[src/rtl/egress_rr_sched_pkg.sv]
// Shared types and helpers for the egress round-robin frame scheduler.
package egress_rr_sched_pkg;

    typedef enum logic [1:0] {
        ST_IDLE = 2'd0,
        ST_BUSY = 2'd1,
        ST_GAP  = 2'd2
    } sched_state_e;

    function automatic int idx_width(input int n);
        return (n > 1) ? $clog2(n) : 1;
    endfunction

    // One bit of the round-robin mask: queues strictly above the last grant get first pick.
    function automatic logic above_ptr(input int idx, input int ptr);
        return idx > ptr;
    endfunction

endpackage

[src/rtl/rnd_rb_scal.sv]
// Combinational one-hot picker: lowest set index when rr_priority_i is 0, highest when 1.
module rnd_rb_scal #(
    parameter int N     = 8,
    parameter int IDX_W = (N > 1) ? $clog2(N) : 1
) (
    input  logic [N-1:0]     req_i,
    input  logic             rr_priority_i,
    output logic [N-1:0]     gnt_o,
    output logic [IDX_W-1:0] idx_o,
    output logic             any_o
);

    always_comb begin
        gnt_o = '0;
        idx_o = '0;
        any_o = |req_i;
        if (!rr_priority_i) begin
            for (int i = N - 1; i >= 0; i--) begin
                if (req_i[i]) begin
                    gnt_o    = '0;
                    gnt_o[i] = 1'b1;
                    idx_o    = IDX_W'(i);
                end
            end
        end else begin
            for (int i = 0; i < N; i++) begin
                if (req_i[i]) begin
                    gnt_o    = '0;
                    gnt_o[i] = 1'b1;
                    idx_o    = IDX_W'(i);
                end
            end
        end
    end

endmodule

[src/rtl/egress_rr_sched.sv]
// Frame-level round-robin scheduler for one egress port: holds a grant for a whole
// frame, releases on last beat or stall watchdog, then enforces an inter-frame gap.
module egress_rr_sched
    import egress_rr_sched_pkg::*;
#(
    parameter int N_REQ    = 8,
    parameter int N_REQ_L2 = idx_width(N_REQ),
    parameter int GAP_CYC  = 2,
    parameter int TMO_W    = 16
) (
    input  logic                clk,
    input  logic                rstn,
    input  logic [N_REQ-1:0]    req_vec,
    input  logic                sched_en,
    input  logic                frm_valid,
    input  logic                frm_ready,
    input  logic                frm_last,
    input  logic [TMO_W-1:0]    cfg_tmo,
    output logic [N_REQ-1:0]    gnt_vec,
    output logic [N_REQ_L2-1:0] gnt_bin,
    output logic                gnt_valid,
    output logic                tmo_pulse
);

    localparam int GAP_W = (GAP_CYC > 1) ? $clog2(GAP_CYC) : 1;

    sched_state_e        state_q;
    logic [N_REQ_L2-1:0] ptr_q;
    logic [GAP_W-1:0]    gap_q;
    logic [TMO_W-1:0]    wdog_q, wdog_d;
    logic [N_REQ-1:0]    gnt_vec_q;
    logic [N_REQ_L2-1:0] gnt_bin_q;
    logic                gnt_valid_q, tmo_pulse_q;

    logic [N_REQ-1:0]    mask, req_masked, win_masked_vec, win_all_vec, win_vec;
    logic [N_REQ_L2-1:0] win_masked_bin, win_all_bin, win_bin;
    logic                any_masked, any_req;
    logic                beat_acc, beat_last, wdog_hit;

    always_comb begin
        mask = '0;
        for (int i = 0; i < N_REQ; i++) begin
            mask[i] = above_ptr(i, int'(ptr_q));
        end
    end

    assign req_masked = req_vec & mask;

    rnd_rb_scal #(.N(N_REQ), .IDX_W(N_REQ_L2)) u_pick_masked (
        .req_i         (req_masked),
        .rr_priority_i (1'b0),
        .gnt_o         (win_masked_vec),
        .idx_o         (win_masked_bin),
        .any_o         (any_masked)
    );

    rnd_rb_scal #(.N(N_REQ), .IDX_W(N_REQ_L2)) u_pick_all (
        .req_i         (req_vec),
        .rr_priority_i (1'b0),
        .gnt_o         (win_all_vec),
        .idx_o         (win_all_bin),
        .any_o         (any_req)
    );

    assign win_vec = any_masked ? win_masked_vec : win_all_vec;
    assign win_bin = any_masked ? win_masked_bin : win_all_bin;

    // A last beat takes precedence over a coinciding watchdog expiry.
    assign beat_acc  = frm_valid & frm_ready;
    assign beat_last = beat_acc & frm_last;
    assign wdog_hit  = (cfg_tmo != '0) && !beat_acc && (wdog_q == cfg_tmo - 1'b1);
    assign wdog_d    = beat_acc ? '0 : wdog_q + 1'b1;

    always_ff @(posedge clk or negedge rstn) begin
        if (!rstn) begin
            state_q     <= ST_IDLE;
            ptr_q       <= N_REQ_L2'(N_REQ - 1);
            gap_q       <= '0;
            wdog_q      <= '0;
            gnt_vec_q   <= '0;
            gnt_bin_q   <= '0;
            gnt_valid_q <= 1'b0;
            tmo_pulse_q <= 1'b0;
        end else begin
            tmo_pulse_q <= 1'b0;
            case (state_q)
                ST_IDLE: begin
                    if (sched_en && any_req) begin
                        gnt_vec_q   <= win_vec;
                        gnt_bin_q   <= win_bin;
                        gnt_valid_q <= 1'b1;
                        wdog_q      <= '0;
                        state_q     <= ST_BUSY;
                    end
                end
                ST_BUSY: begin
                    wdog_q <= wdog_d;
                    if (beat_last || wdog_hit) begin
                        gnt_vec_q   <= '0;
                        gnt_valid_q <= 1'b0;
                        ptr_q       <= gnt_bin_q;
                        tmo_pulse_q <= !beat_last;
                        gap_q       <= '0;
                        state_q     <= (GAP_CYC > 0) ? ST_GAP : ST_IDLE;
                    end
                end
                ST_GAP: begin
                    if (gap_q == GAP_W'(GAP_CYC - 1)) begin
                        state_q <= ST_IDLE;
                    end else begin
                        gap_q <= gap_q + 1'b1;
                    end
                end
                default: state_q <= ST_IDLE;
            endcase
        end
    end

    assign gnt_vec   = gnt_vec_q;
    assign gnt_bin   = gnt_bin_q;
    assign gnt_valid = gnt_valid_q;
    assign tmo_pulse = tmo_pulse_q;

endmodule
[config.mk]
export PLATFORM = sky130hd
export DESIGN_NAME = egress_rr_sched
export DESIGN_NICKNAME = d
export VERILOG_FILES = /design/src/rtl/egress_rr_sched_pkg.sv /design/src/rtl/rnd_rb_scal.sv /design/src/rtl/egress_rr_sched.sv
export SDC_FILE = /design/constraint.sdc
export NUM_CORES = 1
export LEC_CHECK = 0
export BUFFER_PORTS_ARGS = -buffer_cell sky130_fd_sc_hd__buf_2
export CAP_MARGIN = 20
export CORE_MARGIN = 4
export CORE_UTILIZATION = 50
export CTS_BUF_LIST = sky130_fd_sc_hd__clkbuf_4
export DETAILED_ROUTE_END_ITERATION = 10
export GPL_ROUTABILITY_DRIVEN = 0
export MAX_ROUTING_LAYER = met4
export PLACE_DENSITY = 0.72
export SKIP_LAST_GASP = 1
export SLEW_MARGIN = 5
export SYNTH_ARGS = -nofsm -noshare
export SYNTH_HDL_FRONTEND = slang
export SYNTH_SLANG_ARGS = --single-unit
[constraint.sdc]
create_clock -name clk -period 2.85 [get_ports clk]
set_input_delay 0.285 -clock clk [delete_from_list [all_inputs] [get_ports clk]]
set_output_delay 0.285 -clock clk [all_outputs]
set_load 0.02 [all_outputs]
==> insert_results.sql, run 1 <==
INSERT INTO impl_metrics (metric_group, metric, value, unit) VALUES
('power_and_ir_drop', 'reported_leakage_power', '0.00129', 'uW'),
('placed_design', 'pre_cts_worst_setup_slack', '-53.4', 'ps'),
('route', 'detail_route.iter0.violations', '187', ''),
('job', 'drv.max_cap_violation_count', '0', ''),
('critical_path', 'cp-start-kind', 'primary input', ''),
('layout', 'syn_to_final_growth', '14.8', '%'),
('yosys', 'yosysWarningCount', '0', ''),
('timing', 'unrepaired_setup_endpoints_after_global_routing', 'no', ''),
('floorplanning', 'std_cell_rows', '25', ''),
('clocking', 'cts_num_sinks', '35', ''),
('clocking', 'number_of_gates_resized_after_cts', '0', ''),
('global_route', 'wire_length_of_the_first_global_routing_pass', '11000', 'um'),
('layout', 'multiInputGateArea', '1600', 'sq um'),
('power_and_ir_drop', 'vdd_drop_max', '0.480', 'mV'),
('critical_path', 'worst_path_largest_cell_delay', '470', 'ps'),
('power_and_ir_drop', 'power_density', '709', 'nW/um^2'),
('clocking', 'clock_tree.buffer_depth', '2', ''),
('layout', 'final_cell_mix', 'sky130_fd_sc_hd__buf_2 (42), sky130_fd_sc_hd__nor2_1 (41), sky130_fd_sc_hd__nand2_1 (40)', ''),
('hold_path', 'hold_class', 'primary input to async pin', ''),
('route', 'via_count', '2561', ''),
('yosys', 'synth_seq_area_share', '0.342', ''),
('clocking', 'post_cts_hold_buffers', '0', ''),
('layout', 'filler_cell_count', '463', ''),
('layout', 'design_area', '2950', 'sq um'),
('global_route', 'grt_start_max_net_pins', '36', ''),
('yosys', 'synth-edff-count', '0', ''),
('critical_path', 'timing.critical_path.required', '3140', 'ps'),
('clocking', 'clock_tree_from_tritoncts', 'built', ''),
('timing', 'slew_headroom', '0.422', ''),
('global_route', 'grt_antenna_before_repair', '0', ''),
('yosys', 'synth.lib_cells_used.distinct', '58', ''),
('power_and_ir_drop', 'fin_total_pwr', '2090', 'uW'),
('floorplanning', 'die_area', '6360', 'sq um'),
('timing', 'final_min_period', '2540', 'ps'),
('critical_path', 'critical_setup_path_kind', 'primary input to flip-flop', ''),
('yosys', 'syn_nets', '360', ''),
('status', 'run_status', 'finished, final reports clean', ''),
('critical_path', 'timing.critical_path.max_delay_family', 'compound AO/OA/AOI/OAI gates', ''),
('layout', 'post_route_cells_drive_above_1_share', '0.199', ''),
('yosys', 'netlist_area', '2570', 'sq um'),
('yosys', 'synth-main-ff-cell', 'sky130_fd_sc_hd__dfrtp_1', ''),
('critical_path', 'crit_path_max_fanout', '7', ''),
('layout', 'seqCellArea', '880', 'sq um'),
('global_route', 'grt_pass1_vias', '2404', ''),
('layout', 'antenna_cells_inserted', '0', ''),
('route', 'detail-route-antenna-nets', '0', ''),
('timing', 'timing.final.hold_violations', '0', ''),
('route', 'finalWirelength', '6470', 'um'),
('critical_path', 'critical_path.endpoint_type', 'flip-flop', ''),
('layout', 'leading_cell_type_in_the_layout_fill_and_taps_excluded', 'sky130_fd_sc_hd__buf_2', ''),
('route', 'remaining_drc_errors', '0', ''),
('timing', 'setup_viol_count_final', '0', ''),
('floorplanning', 'die_height', '79.7', 'um'),
('clocking', 'clkLatencyLatePin', '350', 'ps'),
('timing', 'finalCritPeriodShare', '0.890', ''),
('clocking', 'cts.root.buffer_cell', 'sky130_fd_sc_hd__clkbuf_4', ''),
('timing', 'setup_ws_post_layout', '313', 'ps'),
('floorplanning', 'floorplan.io_pins', '43', ''),
('route', 'wire_per_inst', '14.8', 'um'),
('placed_design', 'port_buffers', '42', ''),
('timing', 'timing.clock.skew', '5.59', 'ps'),
('yosys', 'postSynthAreaPerCell', '7.87', 'sq um'),
('critical_path', 'worstPathCellList', 'buf_2 > inv_1 > ha_1 > or3b_1 > o41ai_1 > nand4b_1 > a311oi_2 > nand4b_2 > a21oi_4 > mux2_4', ''),
('placed_design', 'place_area', '2870', 'sq um'),
('global_route', 'grt.total_usage', '0.223', ''),
('clocking', 'htreeDepth', '2', ''),
('clocking', 'post-cts-setup-buffer-count', '0', ''),
('global_route', 'overflow', '0', ''),
('critical_path', 'critical_path_arrival', '2830', 'ps'),
('layout', 'net_count_of_the_finished_layout', '403', ''),
('route', 'drt_first_pass_iters', '4', '');
metal layers:
metal | GRT usage | wire [um] | vias up
met1 | 0.290 | 2960 | 1185
met3 | 0.0327 | 365 | 13
met5 | - | 0 | -
li1 | - | - | 1273
met2 | 0.352 | 2990 | 90
met4 | 0.0878 | 155 | 0
cell usage after synthesis, drive strengths merged (5+ instances only):
| cell type | n | share of area |
|---|---|---|
| inv | 9 | 0.013 |
| nand2b | 6 | 0.015 |
| o31a | 5 | 0.018 |
| nand4b | 5 | 0.019 |
| and3 | 9 | 0.022 |
| a21oi | 17 | 0.037 |
| clkbuf | 11 | 0.016 |
| xor2 | 6 | 0.020 |
| dfrtp | 32 | 0.31 |
| nor3 | 10 | 0.019 |
| o21ai | 33 | 0.064 |
| nor4 | 7 | 0.017 |
| nor2 | 41 | 0.060 |
| nand3 | 13 | 0.025 |
| nand2 | 40 | 0.058 |
| nand4 | 5 | 0.012 |
| xnor2 | 10 | 0.034 |
cell type report:
type | instances | area share
clock buffers | 5 | 0.0127
clock inverters | 3 | 0.0148
inverters | 9 | 0.0114
multi-input cells | 269 | 0.543
flip-flops and latches | 35 | 0.298
well taps | 67 | 0.0284
repair buffers | 50 | 0.0915
power breakdown:
| group | switching (uW) | internal [uW] |
|---|---|---|
| registers | 167 | 652 |
| clock network | 183 | 184 |
| logic | 556 | 350 |
flip-flops by register name, indices dropped and copies added (netlist names):
register / cells
state_q: 2
wdog_q: 16
gap_q: 1
ptr_q: 3
gnt_valid: 1
gnt_vec: 8
tmo_pulse: 1
gnt_bin: 3
final timing paths:
check | slack [ps] | cells past startpoint | to | startpoint
min in group clk | 290 | 3 | gnt_vec[1]$_DFFE_PN0P_ | req_vec[1]
worst min-delay path | 8 | 1 | gnt_valid$_DFFE_PN0P_ | rstn
max in group asynchronous | 2340 | 1 | gnt_vec[1]$_DFFE_PN0P_ | rstn
worst min register to register | 520 | 2 | gnt_vec[1]$_DFFE_PN0P_ | gnt_vec[1]$_DFFE_PN0P_
worst max-delay path | 310 | 10 | ptr_q[1]$_DFFE_PN1P_ | cfg_tmo[0]
worst max register to register | 540 | 7 | ptr_q[1]$_DFFE_PN1P_ | wdog_q[13]$_DFFE_PN0P_
kinds of logic (layout without fill, tap and decap cells):
| kind of cell | Yosys count | in the layout | synth area share |
|---|---|---|---|
| simple gates | 157 | 157 | 0.306 |
| compound gates | 89 | 89 | 0.227 |
| fa+ha+maj | 3 | 3 | 0.0146 |
| buf+inv | 23 | 67 | 0.0345 |
| mux | 4 | 4 | 0.0214 |
| flops | 35 | 35 | 0.342 |
| xor+xnor | 16 | 16 | 0.0545 |
per-stage QoR:
step           std cells  setup TNS, ps
6_report             438              0
3_3_place_gp         430              0
3_5_place_dp         430           -219
4_1_cts              438              0
2_1_floorplan        327              0
5_1_grt              438              0
Note: power is estimated with default switching activity, not from simulation.
==> run 2, diff against run 1 <==
- PLACE_DENSITY: 0.72 -> 0.75
- clock period: 2.85 -> 2.3 ns (I/O delays scaled with it)
==> insert_results.sql, run 2 (synthesis gave the netlist of run 1 again) <==
INSERT INTO impl_metrics (metric_group, metric, value, unit) VALUES
('status', 'run_status', 'finished, final reports clean', ''),
('floorplanning', 'dieWidth', '79.7', 'um'),
('global_route', 'grt_antenna_before_repair', '0', ''),
('timing', 'setup_viol_count_final', '0', ''),
('floorplanning', 'std_cell_rows', '25', ''),
('clocking', 'cts_bufs_inserted', '5', ''),
('clocking', 'htreeDepth', '2', ''),
('route', 'drt_first_pass_iters', '4', ''),
('placed_design', 'port_buffers', '42', ''),
('critical_path', 'critical_path.endpoint_type', 'flip-flop', ''),
('power_and_ir_drop', 'vdd_drop_max', '0.563', 'mV'),
('timing', 'fin_setup_tns', '0', 'ps'),
('clocking', 'clock_tree_from_tritoncts', 'built', ''),
('floorplanning', 'die_area', '6360', 'sq um'),
('hold_path', 'holdPathEnd', 'gnt_bin[0]$_DFFE_PN0P_', ''),
('timing', 'timing.clock.skew', '13.0', 'ps'),
('route', 'detail_route.iter0.violations', '170', ''),
('critical_path', 'ff2ff_setup_slack', '70', 'ps'),
('clocking', 'cts_num_sinks', '35', ''),
('critical_path', 'critical_path.reg2reg.startpoint', 'wdog_q[11]$_DFFE_PN0P_', ''),
('critical_path', 'crit_path_max_fanout', '4', ''),
('route', 'finalWirelength', '7120', 'um'),
('layout', 'net_count_of_the_finished_layout', '438', ''),
('timing', 'achievable-frequency', '0.438', 'GHz'),
('floorplanning', 'die_height', '79.7', 'um'),
('clocking', 'cts.reportedPaths.clkPinSlew', '100', 'ps'),
('timing', 'unrepaired_setup_endpoints_after_global_routing', 'yes', ''),
('timing', 'slew_headroom', '0.481', ''),
('route', 'drt-vias-per-instance', '5.83', ''),
('layout', 'register_containing_the_most_flip_flops_in_the_final_layout', 'wdog_q', ''),
('layout', 'count_of_placed_standard_cells_in_the_final_layout_fillers_left_out', '473', ''),
('floorplanning', 'core', '4850', 'sq um'),
('timing', 'tightest_slew', '779', 'ps'),
('critical_path', 'timing.critical_path.required', '2580', 'ps'),
('hold_path', 'timing.hold.worst.start', 'req_vec[0]', ''),
('critical_path', 'r2r_end', 'ptr_q[2]$_DFFE_PN1P_', ''),
('critical_path', 'ff2ff_path_depth', '7', ''),
('timing', 'finalCritPeriodShare', '0.992', ''),
('route', 'wire_per_inst', '15.1', 'um'),
('critical_path', 'critical_setup_path_kind', 'primary input to flip-flop', ''),
('layout', 'max_reg_flops', '16', ''),
('route', 'via_count', '2757', ''),
('route', 'remaining_drc_errors', '0', ''),
('critical_path', 'cp-start-kind', 'primary input', ''),
('hold_path', 'worst_hold_path.num_cells', '3', ''),
('route', 'detail-route-antenna-nets', '0', ''),
('floorplanning', 'initial_utilization', '0.531', ''),
('clocking', 'cts.root.buffer_cell', 'sky130_fd_sc_hd__clkbuf_4', ''),
('floorplanning', 'floorplan.io_pins', '43', ''),
('placed_design', 'dp.cells', '453', ''),
('layout', 'antenna_cells_inserted', '0', ''),
('power_and_ir_drop', 'power_density', '795', 'nW/um^2'),
('job', 'drv.max_cap_violation_count', '0', ''),
('global_route', 'grt.total_usage', '0.240', ''),
('global_route', 'grt_start_max_net_pins', '36', ''),
('layout', 'post_route_cells_drive_above_1_share', '0.300', ''),
('timing', 'slew_viol_final', '0', ''),
('layout', 'syn_to_final_growth', '29.7', '%'),
('timing', 'final_min_period', '2280', 'ps'),
('global_route', 'wire_length_of_the_first_global_routing_pass', '11800', 'um'),
('critical_path', 'critical_path_arrival', '2560', 'ps'),
('layout', 'final_cell_mix', 'sky130_fd_sc_hd__buf_4 (41), sky130_fd_sc_hd__nor2_1 (40), sky130_fd_sc_hd__nand2_1 (40), sky130_fd_sc_hd__buf_2 (40), sky130_fd_sc_hd__o21ai_0 (33)', ''),
('layout', 'leading_cell_type_in_the_layout_fill_and_taps_excluded', 'sky130_fd_sc_hd__buf_4', ''),
('layout', 'finish.utilization', '0.688', ''),
('timing', 'timing.final.hold_violations', '0', ''),
('clocking', 'clock_tree.buffer_depth', '2', ''),
('power_and_ir_drop', 'reported_leakage_power', '0.00150', 'uW'),
('hold_path', 'hold_class', 'primary input to flip-flop', ''),
('placed_design', 'dp_hpwl', '5270', 'um'),
('global_route', 'grt_pass1_vias', '2638', ''),
('global_route', 'overflow', '0', ''),
('clocking', 'clkLatencyLatePin', '350', 'ps');
-- run 2: cell types whose count changed in the layout (fill, tap and decap cells not counted), sizes merged --
| cell | delta |
|---|---|
| bufinv | -1 |
| buf | +34 |
| dlygate4sd3 | +1 |
| clkbuf | +2 |
| clkinv | -1 |
-- run 2: power breakdown --
group          internal, uW  switching [uW]  leakage (uW)
clock                   143             209     0.0000361
sequential              807             195      0.000449
combinational           550             749       0.00101
-- run 2: repair_timing --
action,CTS,global route
endpoints found under the hold margin,32,0
gates resized for setup,10,12
pin swaps,5,10
hold buffers,1,0
setup buffers,7,4
endpoints found under the setup margin,14,17
-- run 2: final cells by class --
cell class / instances / area, sq um
multi-input combinational: 269 / 1700
fill: 404 / 1510
sequential: 35 / 880
timing repair buffer: 85 / 564
tap: 67 / 83.8
clock buffer: 7 / 52.6
inverter: 9 / 51.3
clock inverter: 1 / 5.00
-- run 2: how the worst max path moves through the flow --
stage | from | to | depth (start not counted)
final | cfg_tmo[1] | ptr_q[2]$_DFFE_PN1P_ | 10
after global routing | cfg_tmo[1] | ptr_q[1]$_DFFE_PN1P_ | 10
after CTS | cfg_tmo[1] | ptr_q[1]$_DFFE_PN1P_ | 10
after detailed placement | cfg_tmo[0] | ptr_q[1]$_DFFE_PN1P_ | 10
after global placement | cfg_tmo[0] | ptr_q[2]$_DFFE_PN1P_ | 10
after floorplan | cfg_tmo[0] | ptr_q[0]$_DFFE_PN1P_ | 10
-- run 2: layer usage --
metal,vias to the layer above,wire length (um),GRT usage
met1,1296,2950,0.289
met4,0,197,0.108
met3,21,377,0.0293
met2,93,3600,0.402
li1,1347,-,-
met5,-,0,-
-- run 2: critical path, stage by stage --
cell and delay, ps:
sky130_fd_sc_hd__buf_8 100, sky130_fd_sc_hd__inv_6 50, sky130_fd_sc_hd__ha_4 120, sky130_fd_sc_hd__or3b_4 390, sky130_fd_sc_hd__o31a_1 270, sky130_fd_sc_hd__or4_1 510, sky130_fd_sc_hd__o211ai_1 140, sky130_fd_sc_hd__nand4b_2 200
sky130_fd_sc_hd__a21oi_4 240, sky130_fd_sc_hd__mux2_4 320
-- run 2: metrics by stage --
stage	hold WS, ps	total power [uW]	setup slack, ps	instance area, sq um
floorplan	-65.6	1780	-253	2610
global placement	354	2190	-394	3070
detailed placement	351	2230	-498	3070
CTS	246	2600	-43.4	3230
global route	251	2860	-56.0	3340
finish	246	2650	19.3	3340
